File: src/rtl/div_8bit_if.sv
// Start/done handshake bundle between the sequencer (master) and div_8bit (slave).
// With DIV_8BIT_UNSIGNED_OP_EN defined the bundle also carries the `us` mode bit.
interface div_8bit_if #(
    parameter int W = 8
);
    // Handshake: master raises start with x/y (and us) valid; the slave samples
    // them only when idle (busy=0). Results are valid while done is high and
    // remain stable afterwards until the next accepted start.
    logic         start;
    logic [W-1:0] x;
    logic [W-1:0] y;
`ifdef DIV_8BIT_UNSIGNED_OP_EN
    logic         us;
`endif
    logic         busy;
    logic         done;
    logic [W-1:0] q;
    logic [W-1:0] r;
    logic         of;
    logic         dz;

`ifdef DIV_8BIT_UNSIGNED_OP_EN
    modport master (
        output start, x, y, us,
        input  busy, done, q, r, of, dz
    );

    modport slave (
        input  start, x, y, us,
        output busy, done, q, r, of, dz
    );
`else
    modport master (
        output start, x, y,
        input  busy, done, q, r, of, dz
    );

    modport slave (
        input  start, x, y,
        output busy, done, q, r, of, dz
    );
`endif
endinterface

File: src/rtl/div_8bit.sv
// Sequential signed restoring divider: one subtract-and-compare per clock, W+1 cycles per op.
// Optional unsigned mode (bus.us) is built in when DIV_8BIT_UNSIGNED_OP_EN is defined.
module div_8bit #(
    parameter int W  = 8,
    parameter int CW = 3
) (
    input  logic       clk,
    input  logic       rst_n,
    div_8bit_if.slave  bus,
    output logic [1:0] o_dbg_state
);

    typedef enum logic [1:0] {
        S_IDLE = 2'd0,
        S_CALC = 2'd1,
        S_FIX  = 2'd2,
        S_DONE = 2'd3
    } state_t;

    state_t r_state;
    state_t w_next_state;

    logic [CW-1:0] r_cnt;
    logic [W-1:0]  r_x;
    logic [W-1:0]  r_dvd;
    logic [W-1:0]  r_dvs;
    logic [W-1:0]  r_rem;
    logic          r_x_neg;
    logic          r_q_neg;
    logic          r_of_pend;

    logic          r_busy;
    logic          r_done;
    logic [W-1:0]  r_q;
    logic [W-1:0]  r_r;
    logic          r_of;
    logic          r_dz;

    logic          w_us;
    logic          w_x_neg;
    logic          w_y_neg;
    logic [W-1:0]  w_x_mag;
    logic [W-1:0]  w_y_mag;
    logic          w_of_case;
    logic [W+1:0]  w_shift;
    logic [W+1:0]  w_trial;
    logic          w_q_bit;
    logic [W-1:0]  w_rem_next;
    logic [W-1:0]  w_q_res;
    logic [W-1:0]  w_r_res;

`ifdef DIV_8BIT_UNSIGNED_OP_EN
    assign w_us = bus.us;
`else
    assign w_us = 1'b0;
`endif

    // Operand conditioning at acceptance; |-2^(W-1)| is representable as unsigned.
    always_comb begin
        w_x_neg   = bus.x[W-1] & ~w_us;
        w_y_neg   = bus.y[W-1] & ~w_us;
        w_x_mag   = w_x_neg ? (~bus.x + 1'b1) : bus.x;
        w_y_mag   = w_y_neg ? (~bus.y + 1'b1) : bus.y;
        w_of_case = ~w_us & (bus.x == {1'b1, {(W-1){1'b0}}}) & (bus.y == {W{1'b1}});
    end

    // Trial subtraction carries two spare bits so unsigned divisors up to 2^W-1
    // cannot overflow; the top bit is the borrow.
    always_comb begin
        w_shift    = {1'b0, r_rem, r_dvd[W-1]};
        w_trial    = w_shift - {2'b00, r_dvs};
        w_q_bit    = ~w_trial[W+1];
        w_rem_next = w_q_bit ? w_trial[W-1:0] : w_shift[W-1:0];
    end

    // Sign fix: quotient truncates toward zero, remainder follows the dividend.
    always_comb begin
        w_q_res = r_q_neg ? (~r_dvd + 1'b1) : r_dvd;
        w_r_res = r_x_neg ? (~r_rem + 1'b1) : r_rem;
    end

    always_ff @(posedge clk or negedge rst_n) begin
        if (!rst_n) begin
            r_state <= S_IDLE;
        end else begin
            r_state <= w_next_state;
        end
    end

    always_comb begin
        w_next_state = r_state;
        case (r_state)
            S_IDLE: begin
                if (bus.start) begin
                    w_next_state = (bus.y == '0) ? S_DONE : S_CALC;
                end
            end
            S_CALC: begin
                if (r_cnt == '0) begin
                    w_next_state = S_FIX;
                end
            end
            S_FIX:   w_next_state = S_IDLE;
            S_DONE:  w_next_state = S_IDLE;
            default: w_next_state = S_IDLE;
        endcase
    end

    always_ff @(posedge clk or negedge rst_n) begin
        if (!rst_n) begin
            r_cnt     <= '0;
            r_x       <= '0;
            r_dvd     <= '0;
            r_dvs     <= '0;
            r_rem     <= '0;
            r_x_neg   <= 1'b0;
            r_q_neg   <= 1'b0;
            r_of_pend <= 1'b0;
            r_busy    <= 1'b0;
            r_done    <= 1'b0;
            r_q       <= '0;
            r_r       <= '0;
            r_of      <= 1'b0;
            r_dz      <= 1'b0;
        end else begin
            r_done <= 1'b0;
            case (r_state)
                S_IDLE: begin
                    if (bus.start) begin
                        r_x       <= bus.x;
                        r_x_neg   <= w_x_neg;
                        r_q_neg   <= w_x_neg ^ w_y_neg;
                        r_of_pend <= w_of_case;
                        r_dvd     <= w_x_mag;
                        r_dvs     <= w_y_mag;
                        r_rem     <= '0;
                        r_cnt     <= CW'(W - 1);
                        r_busy    <= 1'b1;
                        r_of      <= 1'b0;
                        r_dz      <= 1'b0;
                    end
                end
                S_CALC: begin
                    r_rem <= w_rem_next;
                    r_dvd <= {r_dvd[W-2:0], w_q_bit};
                    r_cnt <= r_cnt - 1'b1;
                end
                S_FIX: begin
                    // The -2^(W-1) / -1 case naturally yields q=2^(W-1), r=0.
                    r_q    <= w_q_res;
                    r_r    <= w_r_res;
                    r_of   <= r_of_pend;
                    r_done <= 1'b1;
                    r_busy <= 1'b0;
                end
                S_DONE: begin
                    r_q    <= '0;
                    r_r    <= r_x;
                    r_dz   <= 1'b1;
                    r_done <= 1'b1;
                    r_busy <= 1'b0;
                end
                default: begin
                    r_busy <= 1'b0;
                end
            endcase
        end
    end

    assign bus.busy    = r_busy;
    assign bus.done    = r_done;
    assign bus.q       = r_q;
    assign bus.r       = r_r;
    assign bus.of      = r_of;
    assign bus.dz      = r_dz;
    assign o_dbg_state = r_state;

endmodule
File: src/flat_wrapper.sv
// flat-port wrapper written by rule: the top's interface ports become plain ports
module div_8bit_flat 
#(
    parameter int W  = 8,
    parameter int CW = 3
)
  (clk, rst_n, o_dbg_state, bus_start, bus_x, bus_y, bus_busy, bus_done, bus_q, bus_r, bus_of, bus_dz);
  div_8bit_if #(.W(W)) bus_i ();
  input  logic clk;
  input  logic rst_n;
  output logic [1:0] o_dbg_state;
  input wire logic [$bits(bus_i.start)-1:0] bus_start;
  input wire logic [$bits(bus_i.x)-1:0] bus_x;
  input wire logic [$bits(bus_i.y)-1:0] bus_y;
  output wire logic [$bits(bus_i.busy)-1:0] bus_busy;
  output wire logic [$bits(bus_i.done)-1:0] bus_done;
  output wire logic [$bits(bus_i.q)-1:0] bus_q;
  output wire logic [$bits(bus_i.r)-1:0] bus_r;
  output wire logic [$bits(bus_i.of)-1:0] bus_of;
  output wire logic [$bits(bus_i.dz)-1:0] bus_dz;
  assign bus_i.start = bus_start;
  assign bus_i.x = bus_x;
  assign bus_i.y = bus_y;
  assign bus_busy = bus_i.busy;
  assign bus_done = bus_i.done;
  assign bus_q = bus_i.q;
  assign bus_r = bus_i.r;
  assign bus_of = bus_i.of;
  assign bus_dz = bus_i.dz;
  div_8bit #(.W(W), .CW(CW)) u_core (.clk(clk), .rst_n(rst_n), .bus(bus_i), .o_dbg_state(o_dbg_state));
endmodule
File: config.mk
export PLATFORM = sky130hd
export DESIGN_NAME = div_8bit_flat
export DESIGN_NICKNAME = d
export VERILOG_FILES = /design/src/rtl/div_8bit_if.sv /design/src/rtl/div_8bit.sv /design/src/flat_wrapper.sv
export SDC_FILE = /design/constraint.sdc
export NUM_CORES = 1
export LEC_CHECK = 0
export BUFFER_PORTS_ARGS = -buffer_cell sky130_fd_sc_hd__clkbuf_2
export CAP_MARGIN = 10
export CORE_UTILIZATION = 41
export CTS_CLUSTER_DIAMETER = 150
export DETAILED_ROUTE_END_ITERATION = 10
export PLACE_DENSITY = 0.66
export SYNTH_ARGS = -nofsm -noshare
export SYNTH_HDL_FRONTEND = slang
export SYNTH_SLANG_ARGS = --single-unit
File: constraint.sdc
create_clock -name clk -period 3 [get_ports clk]
set_clock_uncertainty 0.1 [all_clocks]
set_input_delay 0.75 -clock clk [delete_from_list [all_inputs] [get_ports clk]]
set_output_delay 0.75 -clock clk [all_outputs]
set_load 0.005 [all_outputs]
==> results.toml, run 1 <==
[power]
vdd_drop_max_mv = 0.5526
switching_share = 0.4271
clock_power_share = 0.154
powerDensity_mw_per_mm2 = 1143
p_int_mw = 2.559
seqPwrFrac = 0.327
p_leak_nw = 1.822
combPwrFrac = 0.520
p_switching_mw = 1.908

[clock_network]
clk_latency_ns = 0.35
clk_pin_slew_ns = 0.07
ctsHoldBuffers = 0
cts_sinks = 59
cts-resized-gates = 0
cts-buffers-inserted = 9
cts_buffer_depth = 2
cts_root_buf = "clkbuf_8"
post_cts_buffers = 0
cts_tree = "yes"
htreeDepth = 3

[final_layout]
nNetsFinal = 437
instances_no_fill = 507
fin_util = 0.4982
seqCellArea_mm2 = 0.001476
area_growth_pct = 15.27
nFillCells = 765
diodes = 0
drive_gt1_frac = 0.1877
layout_common_cells = "59 x dfrtp_1, 52 x nand2_1, 40 x clkbuf_2, 34 x o21ai_0, 22 x inv_1"
layout_commonest_cell = "dfrtp_1"
multi_input_area_mm2 = 0.001755

[placement]
port_buffers = 40
dp_slack_ns = 0.5532
place_inst = 493
dp_hpwl_mm = 5.805
gp_congestion = 0.8849

[setup_path]
worst_setup_path_start_kind = "register"
critPathMaxStageDelay_ns = 0.46
cp_common_cell = "o211ai_1"
crit_family = "compound AO/OA/AOI/OAI gates"
worst_r2r_endpoint = "u_core.r_rem[6]"
arrival_ns = 2.58
path_buf_inv = 1
crit_fanout = 3
reg2reg_from = "u_core.r_dvd[7]"
path_class = "register to register"
required_ns = 3.11
crit_path_top_delay_cell = "a2111oi_0"
r2r_slack_ns = 0.52
path_cells = "inv_1 -> ha_1 -> fa_1 -> nor2b_1 -> o211ai_1 -> mux2_2 -> a2111oi_0 -> o211ai_1"
r2r_cells = 8
endpoint_kind = "register"

[die]
initial_utilization = 0.4322
die_area_mm2 = 0.008641
die_h_um = 92.96
ios = 41
die_x_um = 92.96
rows = 32
coreArea_mm2 = 0.007848

[hold_path]
hp-class = "input pin to async pin"

[timing]
finalCriticalPeriod_ns = 2.477
fmax_ghz = 0.4038
hold_viol = 0
setup_slack_ns = 0.5233
setup_viol_count_final = 0
worst_pin_slew_ns = 0.7057
finalCritPeriodShare = 0.8256
report.final.slew_viol_count = 0
finalSetupTns_ns = 0
slew_headroom = 0.5284
rsz0062_at_grt = "no"

[global_route]
first_global_vias = 2686
grt_max_degree = 38
antenna_found_initial = 0
grt_use_total = 0.2050
grt_pass1_wl_mm = 13.48
grt-ovfl-total = 0

[logic_synthesis]
synth_cells = 361
synthSimpleGateAreaFrac = 0.1649
synth_area_mm2 = 0.003392
syn_nets = 396
syn_avg_cell_area_um2 = 9.396
synth_top_family_by_area = "compound AO/OA/AOI/OAI gates"
ys_types = 51
synth-main-ff-cell = "dfrtp_1"
synth-adder-area-share = 0.06123
ys_ff_latch = 59
synthArstFlopShare = 1.000
synth_edf_count = 0
synth_compound_area_frac = 0.1844
ys_seq_area_frac = 0.4353
synthMuxAreaShare = 0.04242
synth_xor_area_frac = 0.06455
yosysWarnings = 0

[drt]
num_vias = 2795
detail_route.first_pass.iterations = 4
drc = 0
viasPerCell = 5.513
wirelength_mm = 8.026
detail_route.iter0.violations = 116
wl_per_cell_um = 15.83
ant_nets = 0

[outcome]
run_status = "finished, final reports clean"

[job]
drv_cap = 0
-- worst max path at each step --
stage / start / end / slack, ns / cells after the start
6_report: u_core.r_dvd[7] / u_core.r_rem[6] / 0.52 / 8
4_1_cts: u_core.r_dvd[7] / u_core.r_rem[6] / 0.52 / 8
3_3_place_gp: u_core.r_dvd[7] / u_core.r_rem[6] / 0.57 / 8
3_5_place_dp: u_core.r_dvd[7] / u_core.r_rem[6] / 0.55 / 8
5_1_grt: u_core.r_dvd[7] / u_core.r_rem[6] / 0.31 / 8
2_1_floorplan: u_core.r_rem[2] / u_core.r_rem[6] / 0.80 / 6
-- Yosys cell counts, types with 10 or more instances --
| library cell | number | area share |
|---|---|---|
| dfrtp_1 | 59 | 0.44 |
| nand2_1 | 52 | 0.058 |
| o21ai_0 | 34 | 0.050 |
| inv_1 | 22 | 0.024 |
| nor2_1 | 18 | 0.020 |
| ha_1 | 15 | 0.055 |
| xor2_1 | 15 | 0.039 |
| nand3_1 | 14 | 0.021 |
| clkbuf_1 | 12 | 0.013 |
| a21oi_1 | 11 | 0.016 |
| o31ai_1 | 10 | 0.022 |
| xnor2_1 | 10 | 0.026 |
-- per-layer routing --
layer	global-route usage	vias to the layer above	part of all wire
met5	0	-	0
met4	0.06154	0	0.012
met3	0.07143	11	0.054
met2	0.3137	79	0.46
met1	0.2723	1350	0.47
li1	-	1355	-
-- worst register-to-register path, cell delays in order, from the launching register on --
cell and delay [ns]:
dfrtp_1 0.38, inv_1 0.09, ha_1 0.21, fa_1 0.40, nor2b_1 0.17, o211ai_1 0.12
mux2_2 0.28, a2111oi_0 0.46, o211ai_1 0.13
-- cell type report --
class | count | area share
tap | 102 | 0.03264
sequential | 59 | 0.3776
clock buffer | 13 | 0.04576
multi-input combinational | 262 | 0.4490
timing repair buffer | 47 | 0.07104
clock inverter | 1 | 0.001920
inverter | 23 | 0.02208
-- per-stage QoR --
step | hold slack (ns) | cell area, um^2 | total power, mW
2_1_floorplan | 0.3386 | 3392 | 3.141
3_3_place_gp | 0.3546 | 3724 | 3.746
3_5_place_dp | 0.3621 | 3724 | 3.796
4_1_cts | 0.3125 | 3910 | 4.500
5_1_grt | 0.3417 | 3910 | 4.880
6_report | 0.3104 | 3910 | 4.467
-- cells by family (layout without fill, tap and decap cells) --
family	after synthesis	count (layout)
AO/OA/AOI/OAI	91	91
multiplexers	13	13
XOR/XNOR	25	25
flip-flops	59	59
adder cells (fa/ha/maj)	16	16
buffers and inverters	40	84
AND/OR/NAND/NOR	117	117
-- power groups by stage --
stage          combinational (mW)  sequential [mW]  clock, mW
6_report                     2.32             1.46      0.687
5_1_grt                      2.63             1.51      0.743
4_1_cts                      2.34             1.46      0.706
3_5_place_dp                 2.32             1.47          0
3_3_place_gp                 2.29             1.45          0
2_1_floorplan                1.76             1.38          0
-- flip-flops by register name (all words and copies together) (netlist names), 2 cells and up --
register            cells
u_core.o_dbg_state      2
u_core.bus.q            8
u_core.r_x              7
u_core.r_dvs            8
u_core.r_cnt            3
u_core.r_dvd            8
u_core.r_rem            8
u_core.bus.r            8
Power figures use the tool's default switching activity.
==> inputs of run 2 (changes only) <==
- ABC_AREA: unset -> 1
- PLACE_DENSITY: 0.66 -> 0.68
- clock period: 3 -> 2.24 ns (I/O delays scaled with it)
==> run 2 against run 1 <==
  * Clock power up 38%
  * Global-route usage rose by 0.43 points
  * Wire length is 8.4% higher
  * Combinational power grew 37%
  * Sequential power rose by 36%
  * Register-to-register slack worse by 0.31 ns
  * Die area grew 3.9%
  * Critical path depth grew 3
  * Total power grew 37%
  * Count of clock-buffer cells in the layout grew 1
  * Maximum frequency up 22%
  * Critical path type unchanged
  * Largest power group unchanged
  * Highest routed layer unchanged
==> results.toml, run 2 <==
[logic_synthesis]
synthTopCellsByArea = "dfrtp_1 42%, nand2_1 14%, inv_1 6.1%"
synth_area_mm2 = 0.003528
synth_edf_count = 0
synth_xor_area_frac = 0.02234
ys_ff_latch = 59
ys_seq_area_frac = 0.4184
syn_nets = 488
synth_top_family_by_area = "simple AND/OR/NAND/NOR gates"
synth_compound_area_frac = 0.1216
syn_avg_cell_area_um2 = 7.789
synth_cells = 453
synthTopCellsByCount = "133 x nand2_1, 59 x dfrtp_1, 57 x inv_1, 37 x nand3_1, 30 x o21ai_0"
yosysTopAreaCellShare = 0.4184
synth-adder-area-share = 0.05887
synthMuxAreaShare = 0
synth-main-ff-cell = "dfrtp_1"
synthArstFlopShare = 1.000
synthSimpleGateAreaFrac = 0.2922
yosysTopAreaCell = "dfrtp_1"
synth.most_common_cell = "nand2_1"
ys_types = 39
yosysWarnings = 0

[setup_path]
cp_common_cell = "nand2_1"
arrival_ns = 2.16
path_cells = "ha_1 -> nand2_1 -> nand2_1 -> inv_1 -> nand2_1 -> nand2_2 -> nand3_4 -> nand2_2 -> nand2_1 -> nand2_1 -> nand2_1"
required_ns = 2.37
critPathMaxStageDelay_ns = 0.47
worst_setup_path_start_kind = "register"
endpoint_kind = "register"
crit_path_top_delay_cell = "dfrtp_1"
path_buf_inv = 1
crit_family = "simple AND/OR/NAND/NOR gates"
reg2reg_from = "u_core.r_rem[3]"
path_class = "register to register"
r2r_slack_ns = 0.21
crit_fanout = 9
worst_r2r_endpoint = "u_core.r_rem[7]"
r2r_cells = 11

[die]
rows = 33
coreArea_mm2 = 0.008258
die_h_um = 94.77
die_area_mm2 = 0.008980
ios = 41
die_x_um = 94.77
initial_utilization = 0.4273

[clock_network]
cts-buffers-inserted = 9
ctsHoldBuffers = 0
clk_latency_ns = 0.34
cts_sinks = 59
cts_root_buf = "clkbuf_8"
post_cts_buffers = 0
htreeDepth = 3
clk_pin_slew_ns = 0.07
cts_buffer_depth = 2
cts-resized-gates = 0
cts_tree = "yes"

[placement]
gp_congestion = 0.9046
dp_slack_ns = 0.2242
port_buffers = 40
dp_hpwl_mm = 6.545

[drt]
viasPerCell = 5.213
wl_per_cell_um = 14.35
wirelength_mm = 8.698
drc = 0
detail_route.iter0.violations = 106
ant_nets = 0
num_vias = 3159
detail_route.first_pass.iterations = 5

[job]
drv_cap = 0

[timing]
setup_viol_count_final = 0
rsz0062_at_grt = "no"
finalCriticalPeriod_ns = 2.025
report.final.slew_viol_count = 0
setup_slack_ns = 0.2149
worst_pin_slew_ns = 0.4815
hold_viol = 0
finalCritPeriodShare = 0.9040
holdWs_ns = 0.1110
fmax_ghz = 0.4938
slew_headroom = 0.6790
finalSetupTns_ns = 0

[final_layout]
layout_commonest_cell = "nand2_1"
nNetsFinal = 531
area_growth_pct = 13.87
drive_gt1_frac = 0.1537
fin_util = 0.4865
nFillCells = 818
diodes = 0
layout_common_cells = "133 x nand2_1, 59 x dfrtp_1, 57 x inv_1, 40 x clkbuf_2, 37 x nand3_1"

[global_route]
grt_pass1_wl_mm = 14.30
first_global_vias = 2974
grt_max_degree = 42
grt_use_total = 0.2093
antenna_found_initial = 0
grt-ovfl-total = 0

[outcome]
run_status = "finished, final reports clean"

[power]
vdd_drop_max_mv = 0.5111
powerDensity_mw_per_mm2 = 1521
total_power_mw = 6.109
p_leak_nw = 2.079

[hold_path]
hp-class = "input pin to async pin"
==> run 2: cell count changes after synthesis, moves of 9 or more <==
cell,delta
clkbuf_1,-10
inv_1,+35
nand2_1,+81
nand3_1,+23
nand4_1,+11
o31ai_1,-9
==> run 2: cell type report <==
class	instances	area [um^2]	area share
clock buffers	14	152.6	0.03799
clock inverters	2	35.03	0.008720
inverters	62	240.2	0.05979
multi-input cells	321	1747	0.4348
flip-flops and latches	59	1476	0.3675
well taps	105	131.4	0.03270
repair buffers	43	235.2	0.05855
==> run 2: worst max path at each step <==
| stage | startpoint | end | slack [ns] | cells after the start |
|---|---|---|---|---|
| floorplan | u_core.r_rem[5] | u_core.r_rem[7] | 0.51 | 9 |
| global placement | u_core.r_rem[3] | u_core.r_rem[7] | 0.25 | 11 |
| detailed placement | u_core.r_rem[3] | u_core.r_rem[7] | 0.22 | 11 |
| CTS | u_core.r_rem[3] | u_core.r_rem[7] | 0.22 | 11 |
| global route | u_core.r_rem[3] | u_core.r_rem[7] | 0.04 | 11 |
| finish | u_core.r_rem[3] | u_core.r_rem[7] | 0.21 | 11 |
==> run 2: metrics by stage <==
stage	cells	cell area [um^2]
after floorplan	453	3528
after global placement	590	3830
after detailed placement	590	3830
after CTS	606	4018
after global routing	606	4018
final	606	4018
==> run 2: worst reg2reg max path, stage by stage, from the launching register on <==
cell and delay [ns]:
dfrtp_1 0.47, ha_1 0.40, nand2_1 0.09, nand2_1 0.09, inv_1 0.10, nand2_1 0.08
nand2_2 0.16, nand3_4 0.17, nand2_2 0.12, nand2_1 0.06, nand2_1 0.05, nand2_1 0.04
==> run 2: report_power, final <==
group	switching, mW	internal, mW	total, mW
logic	1.98	1.20	3.18
registers	0.440	1.55	1.99
clock network	0.403	0.544	0.947
total	2.82	3.29	6.11
==> run 2: logic make-up (layout without fill, tap and decap cells) <==
kind of cell	count (synthesis)	in the layout
adder cells (fa/ha/maj)	16	16
AO/OA/AOI/OAI	71	71
XOR/XNOR	9	9
AND/OR/NAND/NOR	225	225
buffers and inverters	73	121
flip-flops	59	59
==> run 2: metal layers <==
metal	GRT usage	share of wire	up-vias
met4	0.07197	0.015	0
li1	-	-	1578
met3	0.05395	0.055	13
met5	0	0	-
met1	0.2852	0.47	1471
met2	0.3207	0.46	97
==> inputs of run 3 (changes only) <==
- CORE_UTILIZATION: 41 -> 35
- MAX_ROUTING_LAYER: unset -> met4
- PLACE_DENSITY: 0.68 -> 0.6
==> run 3 against run 2 <==
  * Maximum frequency up 1.1%
  * Cell count up 4.8%
  * Worst setup slack better by 0.022 ns
  * Cell area up 0.84%
  * Worst hold slack better by 0.0026 ns
  * Core utilization down 7.2 points
  * First-iteration DRC count up 88%
  * Flip-flop and latch count unchanged
  * Critical path type unchanged
  * Critical endpoint unchanged
  * Highest routed layer unchanged
==> results.toml, run 3 (synthesized netlist as in run 2, its figures left out) <==
[final_layout]
layout_common_cells = "133 x nand2_1, 59 x dfrtp_1, 57 x inv_1, 40 x clkbuf_2, 37 x nand3_1"
instances_no_fill = 635
area_growth_pct = 14.82
nFillCells = 1020
layout_commonest_cell = "nand2_1"
drive_gt1_frac = 0.1633
nNetsFinal = 532
diodes = 0

[drt]
ant_nets = 0
wl_per_cell_um = 14.07
detail_route.iter0.violations = 199
viasPerCell = 4.978
num_vias = 3161
wirelength_mm = 8.935
drc = 0
detail_route.first_pass.iterations = 4

[die]
rows = 36
ios = 41
die_h_um = 102.4
die_x_um = 102.4
initial_utilization = 0.3610
die_area_mm2 = 0.01049
coreArea_mm2 = 0.009774

[setup_path]
cp_common_cell = "nand2_1"
crit_fanout = 9
endpoint_kind = "register"
path_class = "register to register"
critPathMaxStageDelay_ns = 0.47
crit_path_top_delay_cell = "dfrtp_1"
worst_r2r_endpoint = "u_core.r_rem[7]"
r2r_cells = 11
crit_family = "simple AND/OR/NAND/NOR gates"
r2r_slack_ns = 0.24
required_ns = 2.38
arrival_ns = 2.14
path_buf_inv = 1
path_cells = "ha_1 -> nand2_1 -> nand2_1 -> inv_1 -> nand2_1 -> nand2_2 -> nand3_4 -> nand2_2 -> nand2_1 -> nand2_1 -> nand2_1"
reg2reg_from = "u_core.r_rem[3]"
worst_setup_path_start_kind = "register"

[timing]
report.final.slew_viol_count = 0
slew_headroom = 0.7235
hold_viol = 0
finalSetupTns_ns = 0
finalCritPeriodShare = 0.8940
finalCriticalPeriod_ns = 2.003
fmax_ghz = 0.4993
setup_viol_count_final = 0
worst_pin_slew_ns = 0.4147
rsz0062_at_grt = "no"

[clock_network]
cts_sinks = 59
cts_buffer_depth = 2
htreeDepth = 3
ctsHoldBuffers = 0
cts-resized-gates = 0
cts_tree = "yes"
post_cts_buffers = 0
cts-buffers-inserted = 9
clk_latency_ns = 0.34
cts_root_buf = "clkbuf_8"
clk_pin_slew_ns = 0.07

[placement]
dp_hpwl_mm = 6.702
place_inst = 619
gp_congestion = 0.8681
port_buffers = 40

[global_route]
grt_pass1_wl_mm = 14.96
first_global_vias = 3026
antenna_found_initial = 0
grt_max_degree = 60
grt_use_total = 0.1927
grt-ovfl-total = 0

[power]
vdd_drop_max_mv = 0.3932
p_leak_nw = 2.073
powerDensity_mw_per_mm2 = 1497

[outcome]
run_status = "finished, final reports clean"

[hold_path]
hp-class = "input pin to async pin"

[job]
drv_cap = 0
## run 3: changes by cell type in the layout (fill, tap and decap cells not counted), sizes merged
cell      change
clkinv        +2
buf           +1
clkbuf        -4
clkinvlp      +3
bufinv        -1
## run 3: layout make-up
class,instances,area (um^2),area share
well taps,133,166.4,0.04107
multi-input cells,321,1747,0.4311
repair buffers,44,242.7,0.05991
clock buffers,10,137.6,0.03397
flip-flops and latches,59,1476,0.3644
inverters,62,240.2,0.05930
clock inverters,6,41.29,0.01019
## run 3: power breakdown
part           total (mW)  leakage [nW]  switching (mW)  internal (mW)
combinational        3.24          1.25            2.02           1.22
clock               0.884        0.0843           0.455          0.428
sequential           1.94         0.736           0.398           1.54
total                6.06          2.07            2.88           3.19
## run 3: how the worst max path moves through the flow
stage / endpoint / startpoint / cells past startpoint / slack [ns]
floorplan: u_core.r_rem[7] / u_core.r_rem[5] / 9 / 0.51
global placement: u_core.r_rem[7] / u_core.r_rem[3] / 11 / 0.23
detailed placement: u_core.r_rem[7] / u_core.r_rem[3] / 11 / 0.23
CTS: u_core.r_rem[7] / u_core.r_rem[3] / 11 / 0.22
global route: u_core.r_rem[7] / u_core.r_rem[3] / 11 / 0.04
finish: u_core.r_rem[7] / u_core.r_rem[3] / 11 / 0.24
## run 3: worst reg2reg max path: cells and delay by family, from the launching register on
family                     cells  cell delay [ns]
and+or+nand+nor                9             0.83
DFF                            1             0.47
adders and majority gates      1             0.40
buffers and inverters          1             0.09
## run 3: metrics by stage
stage	cell area (um^2)	total power, mW	setup WS [ns]	hold WS [ns]	util
final	4051	6.065	0.2374	0.1136	0.4145
after global routing	4051	6.682	0.04498	0.1240	0.4145
after CTS	4051	6.114	0.2194	0.1241	0.4145
after detailed placement	3872	5.211	0.2290	0.3654	0.3962
after global placement	3872	5.195	0.2297	0.3583	0.3962
after floorplan	3528	4.320	0.5136	0.1644	-
## run 3: layer usage
layer / vias to the layer above / GRT usage / share of wire
met1: 1499 / 0.2603 / 0.48
met3: 10 / 0.03352 / 0.047
li1: 1573 / - / -
met2: 79 / 0.2932 / 0.46
met5: - / - / 0
met4: 0 / 0.06154 / 0.013
